==> config.mk <==
export PLATFORM = sky130hd
export DESIGN_NAME = multicycle_ctrl
export DESIGN_NICKNAME = d
export VERILOG_FILES = /design/src/rtl/riscv_pkg.sv /design/src/rtl/imm_sel_decode.sv /design/src/rtl/multicycle_ctrl.sv
export SDC_FILE = /design/constraint.sdc
export NUM_CORES = 1
export LEC_CHECK = 0
export ABC_CLOCK_PERIOD_IN_PS = 1800
export BUFFER_PORTS_ARGS = -buffer_cell sky130_fd_sc_hd__buf_4
export CAP_MARGIN = 25
export CORE_MARGIN = 2
export CORE_UTILIZATION = 48
export DETAILED_ROUTE_END_ITERATION = 6
export GPL_ROUTABILITY_DRIVEN = 0
export PLACE_DENSITY_LB_ADDON = 0.25
export SLEW_MARGIN = 20
export SYNTH_ARGS = -nofsm -noshare
export SYNTH_HDL_FRONTEND = slang
export SYNTH_SLANG_ARGS = --single-unit
export TNS_END_PERCENT = 1
==> constraint.sdc <==
create_clock -name clk -period 1.8 [get_ports clk]
set_input_delay 0 -clock clk [delete_from_list [all_inputs] [get_ports clk]]
set_output_delay 0 -clock clk [all_outputs]
set_load 0.005 [all_outputs]
==> src/rtl/riscv_pkg.sv <==
// Shared RV32I controller definitions.
// Holds the base opcode enum, the multi-cycle FSM state enum and the
// encodings of the datapath select fields driven by the controllers.
package riscv_pkg;

    typedef enum logic [6:0] {
        OP_LOAD   = 7'b0000011,
        OP_STORE  = 7'b0100011,
        OP_R      = 7'b0110011,
        OP_I      = 7'b0010011,
        OP_BRANCH = 7'b1100011,
        OP_JAL    = 7'b1101111,
        OP_LUI    = 7'b0110111,
        OP_AUIPC  = 7'b0010111
    } opcode_e;

    typedef enum logic [3:0] {
        S_IDLE,
        S_FETCH,
        S_DECODE,
        S_MEM_ADR,
        S_MEM_READ,
        S_MEM_WB,
        S_MEM_WRITE,
        S_EXEC_R,
        S_EXEC_I,
        S_EXEC_LUI,
        S_EXEC_AUIPC,
        S_ALU_WB,
        S_BRANCH,
        S_JAL,
        S_TRAP
    } state_e;

    // ALU A operand select
    localparam logic [1:0] SRCA_PC    = 2'b00;
    localparam logic [1:0] SRCA_OLDPC = 2'b01;
    localparam logic [1:0] SRCA_RS1   = 2'b10;
    localparam logic [1:0] SRCA_ZERO  = 2'b11;

    // ALU B operand select
    localparam logic [1:0] SRCB_RS2   = 2'b00;
    localparam logic [1:0] SRCB_IMM   = 2'b01;
    localparam logic [1:0] SRCB_FOUR  = 2'b10;

    // Writeback / PC-next result select
    localparam logic [1:0] RES_ALUOUT = 2'b00;
    localparam logic [1:0] RES_MEM    = 2'b01;
    localparam logic [1:0] RES_ALU    = 2'b10;

    // ALU operation class
    localparam logic [1:0] ALUOP_ADD   = 2'b00;
    localparam logic [1:0] ALUOP_BR    = 2'b01;
    localparam logic [1:0] ALUOP_FUNCT = 2'b10;

    // Immediate format
    localparam logic [2:0] IMM_I = 3'b000;
    localparam logic [2:0] IMM_S = 3'b001;
    localparam logic [2:0] IMM_B = 3'b010;
    localparam logic [2:0] IMM_J = 3'b011;
    localparam logic [2:0] IMM_U = 3'b100;

endpackage

==> src/rtl/imm_sel_decode.sv <==
// Immediate format decoder: op_code -> imm_src.
// Purely combinational; shared by the single- and multi-cycle builds.
// Ports:
//   op_code  in  7  opcode field of the instruction
//   imm_src  out 3  immediate format select (I/S/B/J/U)
module imm_sel_decode
    import riscv_pkg::*;
(
    input  logic [6:0] op_code,
    output logic [2:0] imm_src
);

    always_comb begin
        imm_src = IMM_I;
        case (op_code)
            OP_LOAD, OP_I:    imm_src = IMM_I;
            OP_STORE:         imm_src = IMM_S;
            OP_BRANCH:        imm_src = IMM_B;
            OP_JAL:           imm_src = IMM_J;
            OP_LUI, OP_AUIPC: imm_src = IMM_U;
            default:          imm_src = IMM_I;
        endcase
    end

endmodule

==> src/rtl/multicycle_ctrl.sv <==
// Multi-cycle sequencing controller for the RV32I core.
// Walks one instruction at a time through fetch/decode/execute/memory/
// writeback and drives the shared single-ALU / single-memory datapath.
// Ports:
//   clk, rst_n        clock, async active-low reset
//   op_code, funct3   instruction register fields
//   mem_ready         memory port completes the access this cycle
//   take_branch       branch condition from the ALU (used in BRANCH)
//   mem_req/mem_write/mem_funct3/adr_src   unified memory port control
//   ir_write, pc_write                     IR/old-PC and PC enables
//   alu_src_a, alu_src_b, alu_op, imm_src  ALU operand / op selects
//   result_src, reg_write                  writeback select / enable
//   instr_done        one-cycle pulse on each instruction's last cycle
//   illegal_op        sticky unsupported-opcode flag (TRAP state)
module multicycle_ctrl
    import riscv_pkg::*;
#(
    parameter int unsigned RESET_PC_HOLD = 1
) (
    input  logic       clk,
    input  logic       rst_n,
    input  logic [6:0] op_code,
    input  logic [2:0] funct3,
    input  logic       mem_ready,
    input  logic       take_branch,
    output logic       mem_req,
    output logic       mem_write,
    output logic [2:0] mem_funct3,
    output logic       adr_src,
    output logic       ir_write,
    output logic       pc_write,
    output logic [1:0] alu_src_a,
    output logic [1:0] alu_src_b,
    output logic [1:0] alu_op,
    output logic [2:0] imm_src,
    output logic [1:0] result_src,
    output logic       reg_write,
    output logic       instr_done,
    output logic       illegal_op
);

    localparam logic [3:0] HOLD_LAST = 4'(RESET_PC_HOLD - 1);

    state_e     state, state_nxt;
    logic [3:0] hold_cnt;

    imm_sel_decode u_imm (
        .op_code (op_code),
        .imm_src (imm_src)
    );

    always_ff @(posedge clk or negedge rst_n) begin
        if (!rst_n) begin
            state    <= S_IDLE;
            hold_cnt <= '0;
        end else begin
            state <= state_nxt;
            // Only counts in IDLE; IDLE is never re-entered without reset.
            if (state == S_IDLE && hold_cnt != HOLD_LAST)
                hold_cnt <= hold_cnt + 4'd1;
        end
    end

    always_comb begin
        state_nxt = state;
        case (state)
            S_IDLE:      if (hold_cnt == HOLD_LAST) state_nxt = S_FETCH;
            S_FETCH:     if (mem_ready) state_nxt = S_DECODE;
            S_DECODE: begin
                case (op_code)
                    OP_LOAD, OP_STORE: state_nxt = S_MEM_ADR;
                    OP_R:              state_nxt = S_EXEC_R;
                    OP_I:              state_nxt = S_EXEC_I;
                    OP_BRANCH:         state_nxt = S_BRANCH;
                    OP_JAL:            state_nxt = S_JAL;
                    OP_LUI:            state_nxt = S_EXEC_LUI;
                    OP_AUIPC:          state_nxt = S_EXEC_AUIPC;
                    default:           state_nxt = S_TRAP;
                endcase
            end
            S_MEM_ADR:   state_nxt = (op_code == OP_STORE) ? S_MEM_WRITE : S_MEM_READ;
            S_MEM_READ:  if (mem_ready) state_nxt = S_MEM_WB;
            S_MEM_WB:    state_nxt = S_FETCH;
            S_MEM_WRITE: if (mem_ready) state_nxt = S_FETCH;
            S_EXEC_R, S_EXEC_I, S_EXEC_LUI, S_EXEC_AUIPC:
                         state_nxt = S_ALU_WB;
            S_ALU_WB:    state_nxt = S_FETCH;
            S_BRANCH:    state_nxt = S_FETCH;
            // JAL finishes through ALU_WB to write the link address PC+4.
            S_JAL:       state_nxt = S_ALU_WB;
            S_TRAP:      state_nxt = S_TRAP;
            default:     state_nxt = S_IDLE;
        endcase
    end

    // Moore outputs; ir_write, pc_write and instr_done are gated by inputs.
    always_comb begin
        mem_req    = 1'b0;
        mem_write  = 1'b0;
        mem_funct3 = 3'b000;
        adr_src    = 1'b0;
        ir_write   = 1'b0;
        pc_write   = 1'b0;
        alu_src_a  = SRCA_PC;
        alu_src_b  = SRCB_RS2;
        alu_op     = ALUOP_ADD;
        result_src = RES_ALUOUT;
        reg_write  = 1'b0;
        instr_done = 1'b0;
        illegal_op = 1'b0;
        case (state)
            S_FETCH: begin
                mem_req    = 1'b1;
                alu_src_a  = SRCA_PC;
                alu_src_b  = SRCB_FOUR;
                alu_op     = ALUOP_ADD;
                result_src = RES_ALU;
                ir_write   = mem_ready;
                pc_write   = mem_ready;
            end
            S_DECODE: begin
                // Precompute branch/JAL target into ALUOut.
                alu_src_a = SRCA_OLDPC;
                alu_src_b = SRCB_IMM;
            end
            S_MEM_ADR: begin
                alu_src_a = SRCA_RS1;
                alu_src_b = SRCB_IMM;
            end
            S_MEM_READ: begin
                mem_req    = 1'b1;
                adr_src    = 1'b1;
                mem_funct3 = funct3;
            end
            S_MEM_WB: begin
                result_src = RES_MEM;
                reg_write  = 1'b1;
                instr_done = 1'b1;
            end
            S_MEM_WRITE: begin
                mem_req    = 1'b1;
                mem_write  = 1'b1;
                adr_src    = 1'b1;
                mem_funct3 = funct3;
                instr_done = mem_ready;
            end
            S_EXEC_R: begin
                alu_src_a = SRCA_RS1;
                alu_src_b = SRCB_RS2;
                alu_op    = ALUOP_FUNCT;
            end
            S_EXEC_I: begin
                alu_src_a = SRCA_RS1;
                alu_src_b = SRCB_IMM;
                alu_op    = ALUOP_FUNCT;
            end
            S_EXEC_LUI: begin
                alu_src_a = SRCA_ZERO;
                alu_src_b = SRCB_IMM;
            end
            S_EXEC_AUIPC: begin
                alu_src_a = SRCA_OLDPC;
                alu_src_b = SRCB_IMM;
            end
            S_ALU_WB: begin
                result_src = RES_ALUOUT;
                reg_write  = 1'b1;
                instr_done = 1'b1;
            end
            S_BRANCH: begin
                alu_src_a  = SRCA_RS1;
                alu_src_b  = SRCB_RS2;
                alu_op     = ALUOP_BR;
                result_src = RES_ALUOUT;
                pc_write   = take_branch;
                instr_done = 1'b1;
            end
            S_JAL: begin
                alu_src_a  = SRCA_OLDPC;
                alu_src_b  = SRCB_FOUR;
                result_src = RES_ALUOUT;
                pc_write   = 1'b1;
            end
            S_TRAP:  illegal_op = 1'b1;
            default: ;
        endcase
    end

endmodule

==> summary.md, run 1 <==
| Metric | Value |
|---|---|
| Status | `finished, final reports clean` |
| Hold_sp | `mem_ready` |
| Final nets | `184` |
| FP Rows | `16` |
| H-tree depth | `1` |
| WHS Endpoint | `state[0]` |
| Hold Path Stages | `2` |
| Later-pin clock latency in the skew report | `between 0.2 and 0.3 ns` |
| Vias per cell | `5.668` |
| Post-synthesis cell type count | `39` |
| Simple-gate share of the synthesized area | `0.3881` |
| # port buffers | `35` |
| Ys async rst share | `1.000` |
| Pwr dens | `roughly 1300 mW/mm2` |
| Residual DRC | `0` |
| Critical-path top delay cell | `or4b_2` |
| First-pass GRT wire length | `3967 um` |
| Fin crit share | `0.9587` |
| Largest net degree at the start of global routing | `23` |
| GRT Total Usage | `0.2100` |
| Post-place setup slack | `about 0.035 ns` |
| Type of the worst min-delay path | `in2reg` |
| Final hold vios | `0` |
| Slew Limit Headroom | `0.7448` |
| Drt total wl | `approximately 2400 um` |
| Synthesized area | `944.7 um2` |
| I/O pin cnt | `36` |
| Seq cells post-synth | `8` |
| Die span in x | `48.36 um` |
| Grt total ovfl | `0` |
| CTS Sinks | `8` |
| Peak VDD IR | `0.0008558 V` |
| Critical Path End Type | `register` |
| Seq/Total Area, Yosys | `0.2119` |
| Worst R2R Setup Slack | `around 0.074 ns` |
| Syn avg cell area | `7.156 um2` |
| Length of the first detailed-routing pass in iterations | `4` |
| Fmax | `579.5 MHz` |
| Critical Path RT | `approximately 2.0 ns` |
| Max clock buf depth | `2` |
| Clock skew | `0.004878 ns` |
| Antenna fix cells | `0` |
| Placed cell area | `~0.0012 mm2` |
| Placed wire-length estimate | `1846 um` |
| Final setup fails | `0` |
| Syn_nets | `148` |
| Total power | `1.654 mW` |
| Share of layout cells above drive strength 1 | `0.3253` |
| CTS tree | `yes` |
| Xor-xnor portion of the synthesized cell area | `0.03709` |
| Number of global-route vias before repair | `949` |
| Area leader, netlist | `dfrtp_1` |
| Leakage power | `0.5750 nW` |
| Iteration-0 DRC Markers | `18` |
| Slew Viols, Final | `0` |
| Worst-path fanout max | `3` |
| R2r endpoint | `state[2]` |
| R2r worst-path depth | `6` |
| Hold Slack | `0.01873 ns` |
| Worst-margin pin slew | `0.3732 ns` |
| Synthesized-area fraction occupied by adder cells | `0.02649` |
| Die area | `about 0.0023 mm2` |
| Top-area cell type share of the netlist area | `0.2119` |
| RSZ-0062 raised after global routing | `yes` |
| Layout Cells excl Fill | `193` |
| Post-route setup slack | `0.07437 ns` |
| CTS root buffer | `clkbuf_4` |
| Initial antenna violation count | `0` |
| Critical Path AT | `1.88 ns` |
| Initial cell density of the core | `0.4967` |
| Post-synth EDFFs | `0` |
| Crit-path cells | `inv_2 -> ha_2 -> or4b_2 -> nand4_1 -> nand2_1 -> o32ai_2` |
| Total CTS buffers | `3` |
| Compound-Gate Fraction of Synth Area | `0.2543` |
| Area Overhead vs Synth | `36.03%` |
| Post-DRT Antenna Nets | `0` |
| Ys flop type | `dfrtp_1` |
| FF-to-FF Start | `hold_cnt[0]` |
| Syn Inst Count | `132` |
| Final core utilization | `0.6757` |
| Critical Path Max Stage Delay | `~0.59 ns` |
| CP Launch Type | `register` |
| Synth top cells by count | `15 x nand2_1, 11 x o21ai_0, 10 x nor2_1` |
| WL/cell | `~13 um` |
| Vias | `1094` |
| Crit Path Category | `reg2reg` |
| Clock transition at path regs | `about 0.060 ns` |
| Cell with the most instances after synthesis | `nand2_1` |
| Setup_tns | `0 ns` |
| Multiplexer share of the synthesized area | `0` |
| Synth warnings | `0` |
| Post-layout minimum cycle time | `1.726 ns` |
| Die H | `48.36 um` |
| Core footprint | `0.001902 mm2` |
| Placed cell count | `about 190` |
| Ranking of synthesized cells by area | `dfrtp_1 21%, nand2_1 6.0%, o21ai_0 5.8%` |
| Main combinational cell family by area after synthesis | `simple AND/OR/NAND/NOR gates` |
| Max Cap Violations | `0` |
| Fin area | `0.001285 mm2` |
## state kept, by name (all words and copies together), names as in the netlist
| register | flops |
|---|---|
| hold_cnt | 4 |
| state | 4 |
## worst max-delay path, delay by kind of cell, from the launching register on
kind / cells / cell delay (ns)
buffers and inverters: 1 / 0.08
AND/OR/NAND/NOR: 3 / 0.81
adder cells (fa/ha/maj): 1 / 0.20
flip-flops: 1 / 0.41
AO/OA/AOI/OAI: 1 / 0.13
## area by class of cell
| cell class | instances | area (um2) |
|---|---|---|
| clock buffers | 3 | 22.52 |
| fillers | 165 | 616.8 |
| inverters | 6 | 22.52 |
| multi-input cells | 106 | 680.7 |
| flip-flops and latches | 8 | 200.2 |
| well taps | 27 | 33.78 |
| repair buffers | 43 | 325.3 |
## cell usage in the layout, fill, tap and decap left out, types with 5 or more instances in the layout
cell,netlist,routed
buf_4,0,42
inv_1,6,5
a21oi_1,5,5
o21ai_0,11,11
nor2_1,10,9
dfrtp_1,8,8
nor2b_1,5,5
nand2_1,15,15
nand2b_1,5,5
a31oi_1,5,5
## where the power goes
part | total (mW) | internal (mW) | switching, mW
clock network | 0.136 | 0.0762 | 0.0599
logic | 1.26 | 0.572 | 0.684
registers | 0.262 | 0.229 | 0.0330
total | 1.65 | 0.877 | 0.777
## per-layer routing
layer  wire length (um)  track usage  part of all wire
met1               1075       0.2544              0.44
met2               1281       0.3866              0.53
met3                 51      0.01852             0.021
met4                 19      0.07619            0.0078
met5                  0            0                 0
## cell families after synthesis
kind of cell,Yosys count
AND/OR/NAND/NOR,66
adder cells (fa/ha/maj),2
XOR/XNOR,4
AO/OA/AOI/OAI,34
buffers and inverters,18
flip-flops,8
## how the worst max path moves through the flow
| stage | from | to | slack [ns] | cells after the start |
|---|---|---|---|---|
| after floorplan | state[2] | hold_cnt[3] | 0.14 | 6 |
| after global placement | hold_cnt[0] | state[2] | 0.11 | 6 |
| after detailed placement | hold_cnt[0] | state[2] | 0.04 | 6 |
| after CTS | hold_cnt[0] | state[2] | 0.02 | 6 |
| after global routing | hold_cnt[0] | state[0] | -0.01 | 6 |
| final | hold_cnt[0] | state[2] | 0.07 | 6 |
## what timing repair did
action	in CTS	in global routing
resized for setup	0	5
hold buffers	1	0
setup endpoints to repair	0	3
hold endpoints to repair	8	0
buffers inserted	0	1
(Power assumes the default switching activity.)
==> run 2: changes to the inputs <==
--- a/config.mk
+++ b/config.mk
@@ -12,7 +12,7 @@
 export CORE_UTILIZATION = 48
 export DETAILED_ROUTE_END_ITERATION = 6
 export GPL_ROUTABILITY_DRIVEN = 0
-export PLACE_DENSITY_LB_ADDON = 0.25
+export PLACE_DENSITY = 0.81
 export SLEW_MARGIN = 20
 export SYNTH_ARGS = -nofsm -noshare
 export SYNTH_HDL_FRONTEND = slang
==> summary.md, run 2 (synthesis gave the netlist of run 1 again) <==
| Metric | Value |
|---|---|
| Critical Path End Type | `register` |
| Final setup fails | `0 (unchanged)` |
| Area Overhead vs Synth | `36.29%` |
| Filler cells | `159 (-3.6%)` |
| Max clock buf depth | `2 (unchanged)` |
| Post-layout minimum cycle time | `1.674 ns (-0.05117 ns)` |
| Max Cap Violations | `0 (unchanged)` |
| FP Rows | `16 (unchanged)` |
| WL/cell | `13.26 um (+5.4%)` |
| Clock skew | `0.003756 ns (-0.001121 ns)` |
| Initial antenna violation count | `0 (unchanged)` |
| Clock transition at path regs | `0.05 ns (about the same)` |
| Fmax | `597.2 MHz (+3.1%)` |
| Pwr dens | `1286 mW/mm2 (about the same)` |
| RSZ-0062 raised after global routing | `no` |
| Iteration-0 DRC Markers | `23 (+5)` |
| CTS Sinks | `8 (unchanged)` |
| Die span in x | `48.36 um (unchanged)` |
| H-tree depth | `1 (unchanged)` |
| First-pass GRT wire length | `4153 um (+4.7%)` |
| Grt total ovfl | `0 (unchanged)` |
| Die area | `0.002339 mm2 (unchanged)` |
| Final nets | `184 (unchanged)` |
| Largest net degree at the start of global routing | `23 (unchanged)` |
| Length of the first detailed-routing pass in iterations | `4 (unchanged)` |
| Most common cell after layout, fill and taps aside | `buf_4` |
| Vias per cell | `5.554 (-2.0%)` |
| Vias | `1072 (-2.0%)` |
| Worst-path fanout max | `3 (unchanged)` |
| Placed cell count | `187 (-0.53%)` |
| Slew Viols, Final | `0 (unchanged)` |
| CTS root buffer | `clkbuf_4` |
| Multi-input logic area | `683.2 um2 (+0.37%)` |
| Total CTS buffers | `3 (unchanged)` |
| Top Registers | `hold_cnt x4, state x4` |
| Register area | `200.2 um2 (unchanged)` |
| Initial cell density of the core | `0.4967 (unchanged)` |
| Critical Path RT | `1.97 ns (+0.02 ns)` |
| Placed wire-length estimate | `1888 um (+2.3%)` |
| Setup_tns | `0 ns (unchanged)` |
| Fin crit share | `0.9303 (-0.02843)` |
| Crit Path Category | `reg2reg` |
| Residual DRC | `0 (unchanged)` |
| CTS tree | `yes` |
| Post-DRT Antenna Nets | `0 (unchanged)` |
| Most frequent cells in the layout | `42 x buf_4, 15 x nand2_1, 11 x o21ai_0` |
| Status | `finished, final reports clean` |
| Antenna fix cells | `0 (unchanged)` |
| Slew Limit Headroom | `0.7364 (-0.008353)` |
| Critical Path AT | `1.85 ns (-0.03 ns)` |
| Share of layout cells above drive strength 1 | `0.3253 (unchanged)` |
| Peak VDD IR | `0.0007553 V (-12%)` |
| Layout Cells excl Fill | `193 (unchanged)` |
| Type of the worst min-delay path | `in2reg` |
| Die H | `48.36 um (unchanged)` |
| GRT Total Usage | `0.2178 (+0.007757)` |
| Number of global-route vias before repair | `947 (-0.21%)` |
| Drt total wl | `2559 um (+5.4%)` |
| Final hold vios | `0 (unchanged)` |
| # port buffers | `35 (unchanged)` |
| Leakage power | `0.5781 nW (+0.56%)` |
| Later-pin clock latency in the skew report | `0.26 ns (about the same)` |
| CP Launch Type | `register` |
| I/O pin cnt | `36 (unchanged)` |
| Core footprint | `0.001902 mm2 (unchanged)` |
| Worst-margin pin slew | `0.3854 ns (+0.01221 ns)` |
## run 2: cell counts in the layout (fill, tap and decap cells not counted)
Identical to the previous run, type by type.
## run 2: worst paths after layout
path                        startpoint           to  slack, ns  depth (start not counted)
max                           state[2]     state[1]       0.13                          4
min                          mem_ready     state[2]       0.02                          2
max reg2reg                   state[2]     state[1]       0.13                          4
min reg2reg                hold_cnt[3]  hold_cnt[3]       0.51                          1
max in group asynchronous        rst_n  hold_cnt[0]       1.56                          2
min in group asynchronous        rst_n  hold_cnt[3]       0.11                          2
## run 2: worst max-delay path, stage by stage, from the launching register on
cell	delay [ns]
dfrtp_1	0.39
or4b_4	0.56
a41o_1	0.23
a211o_1	0.28
a31oi_1	0.14
## run 2: final cells by class
class                           count  share of cell area
Multi-Input combinational cell    106              0.5306
Tap cell                           27             0.02624
Timing Repair Buffer               43              0.2527
Clock buffer                        3             0.01749
Sequential cell                     8              0.1555
Inverter                            6             0.01749
## run 2: where the power goes
group / leakage, nW / internal (mW) / switching [mW]
Clock: 0.0138 / 0.0763 / 0.0611
Combinational: 0.461 / 0.565 / 0.695
Sequential: 0.104 / 0.229 / 0.0292
Total: 0.578 / 0.871 / 0.785
## run 2: what timing repair did
item                                    in CTS  in global routing
endpoints found under the setup margin       1                  3
buffers inserted                             0                  2
pin swaps                                    0                  1
hold buffers                                 1                  0
endpoints found under the hold margin        8                  0
gates resized for setup                      1                  4
## run 2: per-layer routing
layer	routed length [um]	global-route usage
met3	77	0.01852
met4	12	0.05714
met1	1105	0.2871
met5	0	0
met2	1363	0.3843
## run 2: stage by stage
stage               setup slack, ns    util  hold WS [ns]  total power, mW  cell area [um2]
finish                       0.1255  0.6770       0.01671            1.656             1287
global route                0.02278  0.6770      0.008384            1.803             1287
CTS                        0.004127  0.6618      0.003134            1.625             1259
detailed placement         0.004189  0.6434       -0.1779            1.477             1224
global placement             0.1166  0.6434       -0.1809            1.453             1224
floorplan                    0.1433       -       -0.2956            1.048            944.7
